### config.mk
export PLATFORM = sky130hd
export DESIGN_NAME = uart_cmd_bridge
export DESIGN_NICKNAME = d
export VERILOG_FILES = /design/src/rtl/uart_cmd_bridge.sv
export SDC_FILE = /design/constraint.sdc
export NUM_CORES = 1
export LEC_CHECK = 0
export ABC_CLOCK_PERIOD_IN_PS = 5900
export CAP_MARGIN = 40
export CORE_MARGIN = 2
export CORE_UTILIZATION = 46
export CTS_CLUSTER_SIZE = 24
export DETAILED_ROUTE_END_ITERATION = 8
export GPL_ROUTABILITY_DRIVEN = 0
export PLACE_DENSITY = 0.67
export REMOVE_ABC_BUFFERS = 1
export SKIP_LAST_GASP = 1
export SLEW_MARGIN = 30
export SYNTH_ARGS = -nofsm -noshare
export SYNTH_HDL_FRONTEND = slang
export SYNTH_SLANG_ARGS = --single-unit
### constraint.sdc
create_clock -name clk -period 5.9 [get_ports clk]
set_input_delay 1.18 -clock clk [delete_from_list [all_inputs] [get_ports clk]]
set_output_delay 1.18 -clock clk [all_outputs]
set_load 0.01 [all_outputs]
### src/rtl/uart_cmd_bridge.sv
// UART byte-stream to register-bus command bridge (read/write, auto-increment or fixed address).
// Optional feature: define UART_CMD_BRIDGE_ACK_EN to send 0xA5 after every completed write command.
module uart_cmd_bridge #(
  parameter int unsigned ADDR_W      = 16,
  parameter int unsigned DATA_W      = 16,
  parameter int unsigned TIMEOUT_CYC = 100000
) (
  input  logic              clk,
  input  logic              rst_n,
  input  logic [7:0]        rx_data_i,
  input  logic              rx_valid_i,
  output logic [7:0]        tx_data_o,
  output logic              tx_valid_o,
  input  logic              tx_ready_i,
  output logic [ADDR_W-1:0] bus2ip_addr_o,
  output logic [DATA_W-1:0] bus2ip_data_o,
  output logic              bus2ip_rd_ce_o,
  output logic              bus2ip_wr_ce_o,
  input  logic [DATA_W-1:0] ip2bus_data_i,
  output logic              busy_o,
  output logic              timeout_o
);

  localparam int unsigned ABytes = ADDR_W / 8;
  localparam int unsigned DBytes = DATA_W / 8;
  localparam int unsigned TW     = $clog2(TIMEOUT_CYC + 2);
  localparam logic [1:0]    ALast = 2'(ABytes - 1);
  localparam logic [1:0]    DLast = 2'(DBytes - 1);
  localparam logic [TW-1:0] TLim  = TW'(TIMEOUT_CYC);

  if ((ADDR_W % 8) != 0 || ADDR_W < 8 || ADDR_W > 32) begin : g_bad_addr_w
    $error("ADDR_W must be a multiple of 8 in 8..32");
  end
  if ((DATA_W % 8) != 0 || DATA_W < 8 || DATA_W > 32) begin : g_bad_data_w
    $error("DATA_W must be a multiple of 8 in 8..32");
  end

  typedef enum logic [2:0] {
    StIdle,
    StAddr,
    StWdata,
    StWrite,
    StRead,
    StRwait,
    StRdata
`ifdef UART_CMD_BRIDGE_ACK_EN
    , StAck
`endif
  } state_e;

  state_e            state_q, state_d;
  logic [ADDR_W-1:0] addr_q, addr_d;
  logic [DATA_W-1:0] wdata_q, wdata_d;
  logic [DATA_W-1:0] rdata_q, rdata_d;
  logic [1:0]        byte_cnt_q, byte_cnt_d;
  logic [3:0]        word_cnt_q, word_cnt_d;
  logic              is_wr_q, is_wr_d;
  logic              fixed_q, fixed_d;
  logic [TW-1:0]     timer_q, timer_d;
  logic              timeout_q, timeout_d;

  logic [ADDR_W-1:0] addr_next;
  logic [DATA_W-1:0] rd_shift;

  assign addr_next = fixed_q ? addr_q : addr_q + ADDR_W'(1);
  // Byte 0 of a word goes out first and is its most significant byte.
  assign rd_shift  = rdata_q >> {(DLast - byte_cnt_q), 3'b000};

  always_ff @(posedge clk or negedge rst_n) begin
    if (!rst_n) begin
      state_q    <= StIdle;
      addr_q     <= '0;
      wdata_q    <= '0;
      rdata_q    <= '0;
      byte_cnt_q <= '0;
      word_cnt_q <= '0;
      is_wr_q    <= 1'b0;
      fixed_q    <= 1'b0;
      timer_q    <= '0;
      timeout_q  <= 1'b0;
    end else begin
      state_q    <= state_d;
      addr_q     <= addr_d;
      wdata_q    <= wdata_d;
      rdata_q    <= rdata_d;
      byte_cnt_q <= byte_cnt_d;
      word_cnt_q <= word_cnt_d;
      is_wr_q    <= is_wr_d;
      fixed_q    <= fixed_d;
      timer_q    <= timer_d;
      timeout_q  <= timeout_d;
    end
  end

  always_comb begin
    state_d    = state_q;
    addr_d     = addr_q;
    wdata_d    = wdata_q;
    rdata_d    = rdata_q;
    byte_cnt_d = byte_cnt_q;
    word_cnt_d = word_cnt_q;
    is_wr_d    = is_wr_q;
    fixed_d    = fixed_q;
    timer_d    = timer_q;
    timeout_d  = 1'b0;

    unique case (state_q)
      StIdle: begin
        if (rx_valid_i) begin
          is_wr_d    = rx_data_i[7];
          fixed_d    = rx_data_i[6];
          word_cnt_d = rx_data_i[3:0];
          byte_cnt_d = '0;
          timer_d    = '0;
          state_d    = StAddr;
        end
      end
      StAddr: begin
        if (rx_valid_i) begin
          addr_d  = (addr_q << 8) | ADDR_W'(rx_data_i);
          timer_d = '0;
          if (byte_cnt_q == ALast) begin
            byte_cnt_d = '0;
            state_d    = is_wr_q ? StWdata : StRead;
          end else begin
            byte_cnt_d = byte_cnt_q + 2'd1;
          end
        end else if (timer_q >= TLim) begin
          timeout_d = 1'b1;
          state_d   = StIdle;
        end else begin
          timer_d = timer_q + TW'(1);
        end
      end
      StWdata: begin
        if (rx_valid_i) begin
          wdata_d = (wdata_q << 8) | DATA_W'(rx_data_i);
          timer_d = '0;
          if (byte_cnt_q == DLast) begin
            byte_cnt_d = '0;
            state_d    = StWrite;
          end else begin
            byte_cnt_d = byte_cnt_q + 2'd1;
          end
        end else if (timer_q >= TLim) begin
          // Partial word is discarded; earlier words stay written.
          timeout_d = 1'b1;
          state_d   = StIdle;
        end else begin
          timer_d = timer_q + TW'(1);
        end
      end
      StWrite: begin
        addr_d = addr_next;
        if (word_cnt_q == 4'd0) begin
`ifdef UART_CMD_BRIDGE_ACK_EN
          state_d = StAck;
`else
          state_d = StIdle;
`endif
        end else begin
          word_cnt_d = word_cnt_q - 4'd1;
          state_d    = StWdata;
        end
      end
      StRead: begin
        state_d = StRwait;
      end
      StRwait: begin
        rdata_d    = ip2bus_data_i;
        byte_cnt_d = '0;
        state_d    = StRdata;
      end
      StRdata: begin
        if (tx_ready_i) begin
          if (byte_cnt_q == DLast) begin
            byte_cnt_d = '0;
            addr_d     = addr_next;
            if (word_cnt_q == 4'd0) begin
              state_d = StIdle;
            end else begin
              word_cnt_d = word_cnt_q - 4'd1;
              state_d    = StRead;
            end
          end else begin
            byte_cnt_d = byte_cnt_q + 2'd1;
          end
        end
      end
`ifdef UART_CMD_BRIDGE_ACK_EN
      StAck: begin
        if (tx_ready_i) begin
          state_d = StIdle;
        end
      end
`endif
      default: begin
        state_d = StIdle;
      end
    endcase
  end

  always_comb begin
    tx_valid_o = 1'b0;
    tx_data_o  = 8'h00;
    if (state_q == StRdata) begin
      tx_valid_o = 1'b1;
      tx_data_o  = rd_shift[7:0];
    end
`ifdef UART_CMD_BRIDGE_ACK_EN
    if (state_q == StAck) begin
      tx_valid_o = 1'b1;
      tx_data_o  = 8'hA5;
    end
`endif
  end

  assign bus2ip_addr_o  = addr_q;
  assign bus2ip_data_o  = wdata_q;
  assign bus2ip_rd_ce_o = (state_q == StRead);
  assign bus2ip_wr_ce_o = (state_q == StWrite);
  assign busy_o         = (state_q != StIdle);
  assign timeout_o      = timeout_q;

endmodule

==> Word level (Yosys, flattened, before mapping) <==
Index checks and enable logic that the tools add are counted.
{ "op_classes": {"shifts": 1, "mux": 36, "eq_ne": 15, "n_reduce_logical": 15, "n_mul": 0, "div_mod_pow": 0, "magnitude_cmp": 1, "addsub": 5, "n_bitwise": 2} }
{ "ops": {"columns": ["op", "count"], "rows": [
  ["2-to-1 mux 16 bit", 4],
  ["2-to-1 mux 17 bit", 3],
  ["case mux 16 bit (3 select lines)", 1],
  ["case mux 17 bit (2 select lines)", 1],
  ["bitwise OR 16 x 8 -> 16 bit", 2],
  ["2-to-1 mux 3 bit", 10],
  ["case mux 3 bit (7 select lines)", 1],
  ["adder 17 x 1 -> 17 bit, second input constant", 1],
  ["greater-or-equal comparator 17 bit, second input constant", 1],
  ["adder 16 x 1 -> 16 bit, second input constant", 1],
  ["2-to-1 mux 4 bit", 4],
  [">> shifter 16 x 5 -> 8 bit", 1],
  ["case mux 4 bit (3 select lines)", 1],
  ["AND reduction 4 bit", 3],
  ["2-to-1 mux 2 bit", 5],
  ["== test 3 bit, second input constant", 3],
  ["!= test 3 bit, second input constant", 3],
  ["nonzero test 3 bit", 3],
  ["2-to-1 mux 8 bit", 1],
  ["!= test 2 bit, second input constant", 4],
  ["case mux 2 bit (4 select lines)", 1],
  ["== test 3 x 2 -> 1 bit, second input constant", 2],
  ["AND reduction 5 bit", 1],
  ["logical NOT 4 bit", 1],
  ["13 further kinds", 17]
]} }
{ "word_totals": {"output_inout_bits": 45, "wordCells": 85, "regBits": 77, "rom_bits": 0, "mem_count": 0, "latchBits": 0, "inputBits": 28, "ram_bits": 0} }

==> Depth between registers and ports, before layout <==
Gate-level depths: netlist of run 1.
{ "logic_depth": {"ltp_word": 5, "ltp_mapped": 8, "ltp_nobuf": 7} }

==> Worst setup path after synthesis of run 1 <==
No wires, ideal clock.
{ "synth_timing": {"path_type": "input to register", "from": "input rx_valid_i", "to": "register timer_q[10]", "path_slack_ns": 3.148, "setup_time_ns": 0.080, "path_buffers": 2, "path_stages": 7, "t_arrival_ns": 2.672, "t_required_ns": 5.820, "path_cell_list": "clkbuf_1 > or3_1 > o211ai_2 > or2_1 > buf_6 > or4_1 > a21oi_1"} }
{ "synth_between": {"elab_chain_cells": 2, "word_cells_on_any_way": 5, "cone_classes": "eq/ne (2); mux (2); reduce/logical (1)"} }
{ "synth_rtl": {"columns": ["item", "line_no", "source"], "rows": [
  ["start: declaration", "11", "input logic rx_valid_i,"],
  ["!= test 3 bit (no source line), or another cell as far along", null, null],
  ["AND reduction 3 bit (no source line) / case mux 17 bit (2 select lines) (equally long branches)", null, null],
  ["end signal: assignment", "90", "timer_q <= timer_d;"],
  ["end: declaration", "59", "logic [TW-1:0] timer_q, timer_d;"]
]} }
Several ways; a longest one is shown, not always the timed one.
A chain may end at the register's enable or synchronous reset.

==> Worst setup path after layout of run 1 <==
{ "layout_timing": {"from": "register state_q[2]", "to": "output tx_data_o[6]"} }
{ "layout_between": {"elab_chain_cells": 2} }
{ "layout_rtl": {"columns": ["item", "line_no", "source"], "rows": [
  ["start: declaration", "51", "state_e state_q, state_d;"],
  ["start signal: assignment", "71", "state_q <= StIdle;"],
  ["start signal: assignment", "82", "state_q <= state_d;"],
  ["== test 3 bit", "206", "if (state_q == StRdata) begin"],
  ["2-to-1 mux 8 bit", "206", null],
  ["end: declaration", "12", "output logic [7:0] tx_data_o,"]
]} }
No other way between the ends.

==> results of run 1 <==
==> routing by layer <==
metal	global-route usage (%)	routed length, µm	vias up
met5	0	0	-
met4	8.11	193	0
met3	4.47	597	24
met2	32.4	4620	112
met1	28.4	4430	1731
li1	-	-	1701
==> power by group through the flow <==
stage / Clock (mW) / Combinational, mW / Sequential, mW
floorplan: 0 / 0.646 / 0.973
global placement: 0 / 1.11 / 0.971
CTS: 0.447 / 1.15 / 0.971
global route: 0.468 / 1.26 / 1.01
finish: 0.439 / 1.15 / 0.972
detailed placement: 0 / 1.14 / 0.980
==> Yosys cell counts (2+ instances only) <==
cell type	instances	share of area (%)
a21oi_1	34	4.1
a22oi_1	3	0.54
a31o_2	2	0.42
a31oi_1	7	1.1
a41oi_1	2	0.42
and2_1	3	0.45
and3_1	8	1.2
buf_1	3	0.27
buf_2	7	0.85
clkbuf_1	12	1.1
dfrtp_1	77	47
ha_1	4	1.2
inv_1	16	1.5
mux2_2	34	9.3
mux2i_1	9	2.2
nand2_1	35	3.2
nand2b_1	4	0.61
nand3_1	17	2.1
nand3b_1	2	0.36
nand4_1	4	0.61
nor2_1	35	3.2
nor2b_1	4	0.61
nor3_1	8	0.97
nor3b_1	3	0.54
nor4_1	7	1.1
o211ai_1	3	0.54
o21a_1	5	0.91
o21ai_0	24	2.9
o221ai_1	2	0.42
o22a_1	4	0.85
o22ai_1	2	0.30
o2bb2ai_1	5	1.1
o311ai_0	3	0.64
o31ai_1	7	1.3
or2_2	2	0.30
or3_1	4	0.61
or4_1	5	0.91
xnor2_1	2	0.42
xor2_1	2	0.42
==> placed cells by master (no fill, tap or decap), drive strengths merged, types with 5 or more instances in the layout <==
master / netlist / final
a21oi: 34 / 34
a31oi: 7 / 7
and3: 8 / 8
buf: 11 / 7
clkbuf: 12 / 9
clkdlybuf4s50: 0 / 71
dfrtp: 77 / 77
inv: 16 / 16
mux2: 34 / 34
mux2i: 9 / 9
nand2: 35 / 35
nand3: 17 / 17
nor2: 35 / 35
nor3: 8 / 8
nor4: 8 / 8
o21a: 5 / 5
o21ai: 24 / 24
o2bb2ai: 5 / 5
o31ai: 8 / 8
or4: 5 / 5
==> registers in the layout, indices dropped and copies added, names as in the netlist <==
register / cells
timer_q: 17
bus2ip_addr_o: 16
bus2ip_data_o: 16
rdata_q: 16
word_cnt_q: 4
state_q: 3
byte_cnt_q: 2
fixed_q: 1
is_wr_q: 1
timeout_o: 1
==> cell families after synthesis <==
family	synth area share (%)
flops	46.6
simple gates	17.6
compound gates	18.4
mux	11.4
xor+xnor	0.848
buf+inv	3.94
fa+ha+maj	1.21
==> cell type report <==
cell class	instances	area (µm²)
clock buffer	9	124
clock inverter	6	88.8
fill	760	3560
inverter	16	60.1
multi-input combinational	312	2040
sequential	77	1930
tap	108	135
timing repair buffer	78	785
==> final timing paths <==
kind | slack (ns) | endpoint | cells past startpoint | from
setup reg to reg | 3.38 | timer_q[7] | 5 | state_q[1]
hold / removal | 0.51 | bus2ip_data_o[11] | 1 | bus2ip_data_o[11]
max in group asynchronous | 4.57 | rdata_q[7] | 2 | rst_n
min in group asynchronous | 0.76 | bus2ip_addr_o[13] | 1 | rst_n
setup / recovery | 2.07 | tx_data_o[6] | 5 | state_q[2]
hold reg to reg | 0.51 | bus2ip_data_o[11] | 1 | bus2ip_data_o[11]
==> per-stage QoR <==
step / hold WS (ns) / setup slack (ns)
final: 0.510 / 2.07
after detailed placement: 0.492 / 2.46
after CTS: 0.510 / 2.06
after global routing: 0.536 / 1.89
after floorplan: 0.473 / 3.18
after global placement: 0.488 / 2.53
==> results.json, run 1 <==
{
  "synth_edf_count": 0,
  "dieArea_um2": 9760,
  "grt_pass1_wl_mm": 16.4,
  "ys_seq_elements": 77,
  "p_int_mw": 1.56,
  "switching_share_pct": 39.0,
  "cts-hold-fix-buffers": 0,
  "first_pass_iters": 5,
  "via_per_inst": 5.89,
  "finish.instance_area_um2": 5160,
  "port_buffers": 72,
  "finalCoreUtilization_pct": 59.2,
  "die_y_um": 98.8,
  "seq_power_share_pct": 38.0,
  "status": "complete, no violations",
  "overflow": 0,
  "cts_inserted_buffers": 9,
  "pwr-share-clk_pct": 17.2,
  "die_w_um": 98.8,
  "cts.sinks": 77,
  "crit_buf_inv": 1,
  "rows": 34,
  "yosysSeqAreaShare_pct": 46.6,
  "diodes": 0,
  "post-dp-hpwl_mm": 6.87,
  "crit_path_end_kind": "primary output",
  "tns_ns": 0,
  "synthToLayoutAreaGrowth_pct": 24.9,
  "required_ns": 4.72,
  "drc": 0,
  "crit_path_max_fanout": 20,
  "finClkSkew_ns": 0.0101,
  "routed_wl_mm": 9.84,
  "relSlewSlack_pct": 50.0,
  "grt_max_degree": 48,
  "dpl-instance-area_um2": 4940,
  "drtIter0Drc": 251,
  "hp-class": "reg -> reg",
  "core_area_um2": 8720,
  "yosysUniqueCellTypes": 57,
  "cts_tree": "done",
  "fmax_ghz": 0.261,
  "postSynthCellCount": 428,
  "vdd_drop_max_mv": 0.270,
  "cts_buffer_depth": 2,
  "leakagePower_nw": 2.08,
  "path_cells": "nor2b_1 > nand2_1 > or2_2 > nor2_1 > clkdlybuf4s50_1",
  "wire_per_inst_um": 16.2,
  "finalSetupViolations": 0,
  "crit_type": "reg -> out",
  "power_mw": 2.56,
  "maxSlewViolCount": 0,
  "tightestPinTransition_ns": 0.750,
  "clk-insertion-delay-late_ns": 0.35,
  "finalHoldViolCount": 0,
  "slowest_stage": "dfrtp_1",
  "clockRootBuffer": "clkbuf_8",
  "place_inst": 590,
  "avgSynthCellArea_um2": 9.66,
  "fin_cells": 606,
  "synth.cell_area_um2": 4130,
  "fin_crit_sh_pct": 65.0,
  "initial_core_util_pct": 47.4,
  "rsz0062_at_grt": "false",
  "cp_top_family": "simple AND/OR/NAND/NOR gates",
  "drv_cap": 0,
  "cts_htree_levels": 3,
  "arrival_ns": 2.65,
  "grt_pass1_vias": 3435,
  "ys_warn_count": 0,
  "synth-main-ff-cell": "dfrtp_1",
  "path_clk_slew_ns": 0.08,
  "antenna_found_initial": 0,
  "postRouteAntennaNets": 0,
  "start_kind": "register",
  "postCtsSetupRepairBufs": 0,
  "async_flop_share_pct": 100,
  "ctsResizeCount": 0,
  "max_stage_delay_ns": 0.69,
  "track_usage_pct": 20.8,
  "via_count": 3568,
  "fin_crit_ns": 3.83,
  "drive_above_1_share_pct": 12.7,
  "pwr-share-comb_pct": 44.8,
  "power.switching_mw": 0.998,
  "ioPinCount": 73,
  "layout.nets": 526,
  "p_per_area_nw_per_um2": 495
}
Note: power is estimated with default switching activity, not from simulation.
==> inputs of run 2 (changes only) <==
Settings changed: ABC_CLOCK_PERIOD_IN_PS 5900 to 3800.
Clock period 5.9 ns to 3.8 ns, I/O delays scaled along.
==> run 2 against run 1 <==
Sequential power is 49% higher. Cell area hardly changed. Largest cell class unchanged. Hold slack worse by 0.20 ns. Sequential share of layout area hardly changed. Critical path type unchanged. Largest power group unchanged. Via count is 0.81% lower. Cell count is 0.50% higher. Highest routed layer unchanged.
==> results.json, run 2 (synthesis results as in run 1) <==
{
  "status": "complete, no violations",
  "finalSetupViolations": 0,
  "largest_register": "timer_q",
  "synthToLayoutAreaGrowth_pct": 25.0,
  "power_mw": 3.92,
  "initial_core_util_pct": 47.4,
  "track_usage_pct": 20.7,
  "cts_inserted_buffers": 9,
  "postCtsSetupRepairBufs": 0,
  "dpl-instance-area_um2": 4960,
  "grt_pass1_vias": 3427,
  "relSlewSlack_pct": 49.8,
  "leakagePower_nw": 2.08,
  "post-place-ws_ns": 0.783,
  "clk-insertion-delay-late_ns": 0.36,
  "drc": 0,
  "antenna_found_initial": 0,
  "drive_above_1_share_pct": 13.2,
  "maxSlewViolCount": 0,
  "drv_cap": 0,
  "tns_ns": 0,
  "fin_crit_sh_pct": 86.0,
  "wire_per_inst_um": 15.8,
  "wl_met1_mm": 4.40,
  "finish.instance_area_um2": 5160,
  "clockRootBuffer": "clkbuf_8",
  "dieArea_um2": 9760,
  "hold_ws_ns": 0.313,
  "via_count": 3539,
  "required_ns": 3.04,
  "fmax_ghz": 0.306,
  "tightestPinTransition_ns": 0.747,
  "cts.sinks": 77,
  "routed_wl_mm": 9.62,
  "postRouteAntennaNets": 0,
  "rows": 34,
  "wl_met3_um": 637,
  "core_area_um2": 8720,
  "layout_setup_ws_ns": 0.531,
  "finClkSkew_ns": 0.00897,
  "die_y_um": 98.8,
  "grt_pass1_wl_mm": 16.5,
  "crit_path_max_fanout": 17,
  "post-dp-hpwl_mm": 6.77,
  "cp_top_family": "simple AND/OR/NAND/NOR gates",
  "rsz0062_at_grt": "false",
  "vdd_drop_max_mv": 0.428,
  "arrival_ns": 2.51,
  "ioPinCount": 73,
  "fin_crit_ns": 3.27,
  "crit_path_end_kind": "primary output",
  "die_w_um": 98.8,
  "diodes": 0,
  "port_buffers": 72,
  "start_kind": "register",
  "ctsResizeCount": 0,
  "slowest_stage": "clkdlybuf4s50_1",
  "place_inst": 592,
  "fin_cells": 609,
  "grt_max_degree": 51,
  "overflow": 0,
  "max_stage_delay_ns": 0.57,
  "via_per_inst": 5.81,
  "first_pass_iters": 5,
  "cts_htree_levels": 3,
  "crit_type": "reg -> out",
  "cts-hold-fix-buffers": 0,
  "finalCoreUtilization_pct": 59.2,
  "final_cell_mix": "dfrtp_1 (77), clkdlybuf4s50_1 (71), nand2_1 (35), nor2_1 (35)",
  "path_clk_slew_ns": 0.08,
  "detailroute.wirelength.met2_mm": 4.45,
  "final_common_cell": "dfrtp_1",
  "drtIter0Drc": 184,
  "largest_reg_flops": 17,
  "crit_buf_inv": 1,
  "cts_tree": "done",
  "path_cells": "nor2b_1 > nand2_1 > or2_2 > nor2_1 > clkdlybuf4s50_1",
  "top_layer": "met4",
  "n_fill_cell": 758,
  "hp-class": "in -> async",
  "layout.nets": 528,
  "cts_buffer_depth": 2,
  "finalHoldViolCount": 0,
  "p_per_area_nw_per_um2": 759
}
## run 2: routing by layer
layer	GRT usage, %	vias to the layer above
met3	5.32	12
met2	31.9	117
li1	-	1701
met5	0	-
met4	6.74	0
met1	28.6	1709
## run 2: final cells by class
| type | count | area, µm² | share of cell area, % |
|---|---|---|---|
| flip-flops and latches | 77 | 1930 | 37.3 |
| inverters | 16 | 60.1 | 1.16 |
| repair buffers | 80 | 800 | 15.5 |
| clock inverters | 6 | 62.6 | 1.21 |
| clock buffers | 10 | 138 | 2.66 |
| multi-input cells | 312 | 2040 | 39.6 |
| well taps | 108 | 135 | 2.62 |
## run 2: report_power, final
| group | switching (mW) | leakage (nW) | internal (mW) |
|---|---|---|---|
| Clock | 0.316 | 0.0943 | 0.319 |
| Combinational | 0.907 | 1.05 | 0.924 |
| Sequential | 0.310 | 0.944 | 1.14 |
## run 2: path summary, 6_finish.rpt
check	start	end	slack, ns	cells past startpoint
min in group clk	rdata_q[13]	rdata_q[13]	0.51	1
hold reg to reg	rdata_q[13]	rdata_q[13]	0.51	1
setup reg to reg	timer_q[13]	timer_q[14]	1.45	5
max in group asynchronous	rst_n	rdata_q[8]	2.92	2
setup / recovery	state_q[0]	tx_data_o[3]	0.53	5
hold / removal	rst_n	bus2ip_addr_o[13]	0.31	1
==> inputs of run 3 (changes only) <==
Settings changed: CAP_MARGIN 40 to 10.
==> run 3 against run 2 <==
Wire length rose by 0.46%. Register-to-register slack got worse by 0.15 ns. Cell area rose by 0.61%. Flip-flop and latch count did not move. Via count rose by 0.28%. Non-clock buffer count fell by 2. Sequential power barely moved. Clock skew barely moved. Total power rose by 3.2%. First-iteration DRC count rose by 1.6%. Combinational power barely moved. Largest power group unchanged.
==> results.json, run 3 (synthesis results as in run 1) <==
{
  "arrival_ns": 2.52,
  "final_cell_mix": "dfrtp_1 (77), clkdlybuf4s50_1 (71), nand2_1 (35), nor2_1 (35)",
  "drv_cap": 0,
  "grt_max_degree": 51,
  "rsz0062_at_grt": "false",
  "fin_crit_sh_pct": 86.3,
  "vdd_drop_max_mv": 0.364,
  "layout_setup_ws_ns": 0.520,
  "power.switching_mw": 1.55,
  "post-dp-hpwl_mm": 6.76,
  "first_pass_iters": 4,
  "status": "complete, no violations",
  "cts_htree_levels": 3,
  "power_mw": 4.04,
  "drive_above_1_share_pct": 12.8,
  "crit_type": "reg -> out",
  "seq_power_share_pct": 36.0,
  "required_ns": 3.04,
  "post-place-ws_ns": 0.804,
  "cts_buffer_depth": 2,
  "fin_crit_ns": 3.28,
  "die_y_um": 98.8,
  "tns_ns": 0,
  "regArea_um2": 1930,
  "postRouteAntennaNets": 0,
  "drc": 0,
  "p_per_area_nw_per_um2": 778,
  "ctsResizeCount": 0,
  "path_clk_slew_ns": 0.08,
  "port_buffers": 72,
  "crit_path_end_kind": "primary output",
  "crit_path_max_fanout": 17,
  "multi_input_area_um2": 2040,
  "dieArea_um2": 9760,
  "finalHoldViolCount": 0,
  "core_area_um2": 8720,
  "overflow": 0,
  "rows": 34,
  "largest_register": "timer_q",
  "drtIter0Drc": 187,
  "cts_tree": "done",
  "grt_pass1_vias": 3374,
  "layout.nets": 526,
  "maxSlewViolCount": 0,
  "relSlewSlack_pct": 37.0,
  "tightestPinTransition_ns": 0.945,
  "largest_reg_flops": 17,
  "fmax_ghz": 0.305,
  "antenna_found_initial": 0,
  "synthToLayoutAreaGrowth_pct": 25.7,
  "cts.sinks": 77,
  "clk-insertion-delay-late_ns": 0.35,
  "die_w_um": 98.8,
  "via_count": 3549,
  "track_usage_pct": 20.5,
  "cts-hold-fix-buffers": 0,
  "ioPinCount": 73,
  "postCtsSetupRepairBufs": 0,
  "clockRootBuffer": "clkbuf_8",
  "pwr-share-comb_pct": 45.1,
  "n_fill_cell": 750,
  "leakagePower_nw": 2.10,
  "p_int_mw": 2.49,
  "finClkSkew_ns": 0.00884,
  "start_kind": "register",
  "routed_wl_mm": 9.66,
  "wire_per_inst_um": 15.9,
  "r2r_setup_slack_ns": 1.30,
  "initial_core_util_pct": 47.4,
  "cts_inserted_buffers": 9,
  "via_per_inst": 5.85,
  "hold_ws_ns": 0.329,
  "diodes": 0,
  "hp-class": "in -> async",
  "finalCoreUtilization_pct": 59.6,
  "final_common_cell": "dfrtp_1",
  "finalSetupViolations": 0,
  "pwr-share-clk_pct": 18.9,
  "grt_pass1_wl_mm": 16.4,
  "switching_share_pct": 38.3
}
run 3: worst max-delay path, stage by stage (launching register included):
cell             delay (ns)
dfrtp_1                0.56
nor2b_1                0.31
nand2_1                0.15
or2_2                  0.40
nor2_1                 0.17
clkdlybuf4s50_1        0.57
run 3: stage by stage:
stage / cell area [µm²] / cells
final: 5200 / 607
after global routing: 5200 / 607
after CTS: 5200 / 607
after detailed placement: 4950 / 591
after global placement: 4920 / 590
after floorplan: 4030 / 405
run 3: power by group through the flow:
| stage | Combinational, mW | Clock (mW) | Sequential [mW] |
|---|---|---|---|
| after floorplan | 1.00 | 0 | 1.51 |
| after global placement | 1.79 | 0 | 1.46 |
| after detailed placement | 1.83 | 0 | 1.47 |
| after CTS | 1.83 | 0.783 | 1.46 |
| after global routing | 2.02 | 0.817 | 1.51 |
| final | 1.82 | 0.763 | 1.46 |
run 3: final timing paths:
| path | start | to | depth (start not counted) |
|---|---|---|---|
| setup / recovery | state_q[0] | tx_data_o[3] | 5 |
| setup reg to reg | state_q[0] | word_cnt_q[3] | 5 |
| min in group clk | bus2ip_data_o[11] | bus2ip_data_o[11] | 1 |
| max in group asynchronous | rst_n | rdata_q[15] | 2 |
| hold reg to reg | bus2ip_data_o[11] | bus2ip_data_o[11] | 1 |
| hold / removal | rst_n | bus2ip_addr_o[13] | 1 |
run 3: routing by layer:
layer  vias up  global-route usage, %  part of all wire, %
met5         -                      0                    0
met4         0                   5.69                  1.0
met3         9                   5.46                  6.4
met2       109                   31.0                   47
met1      1726                   29.3                   46
li1       1705                      -                    -
run 3: cell type report:
cell class / instances / area share [%]
Clock buffer: 9 / 2.38
Multi-Input combinational cell: 312 / 39.3
Clock inverter: 7 / 2.38
Inverter: 16 / 1.16
Sequential cell: 77 / 37.1
Tap cell: 108 / 2.60
Timing Repair Buffer: 78 / 15.1
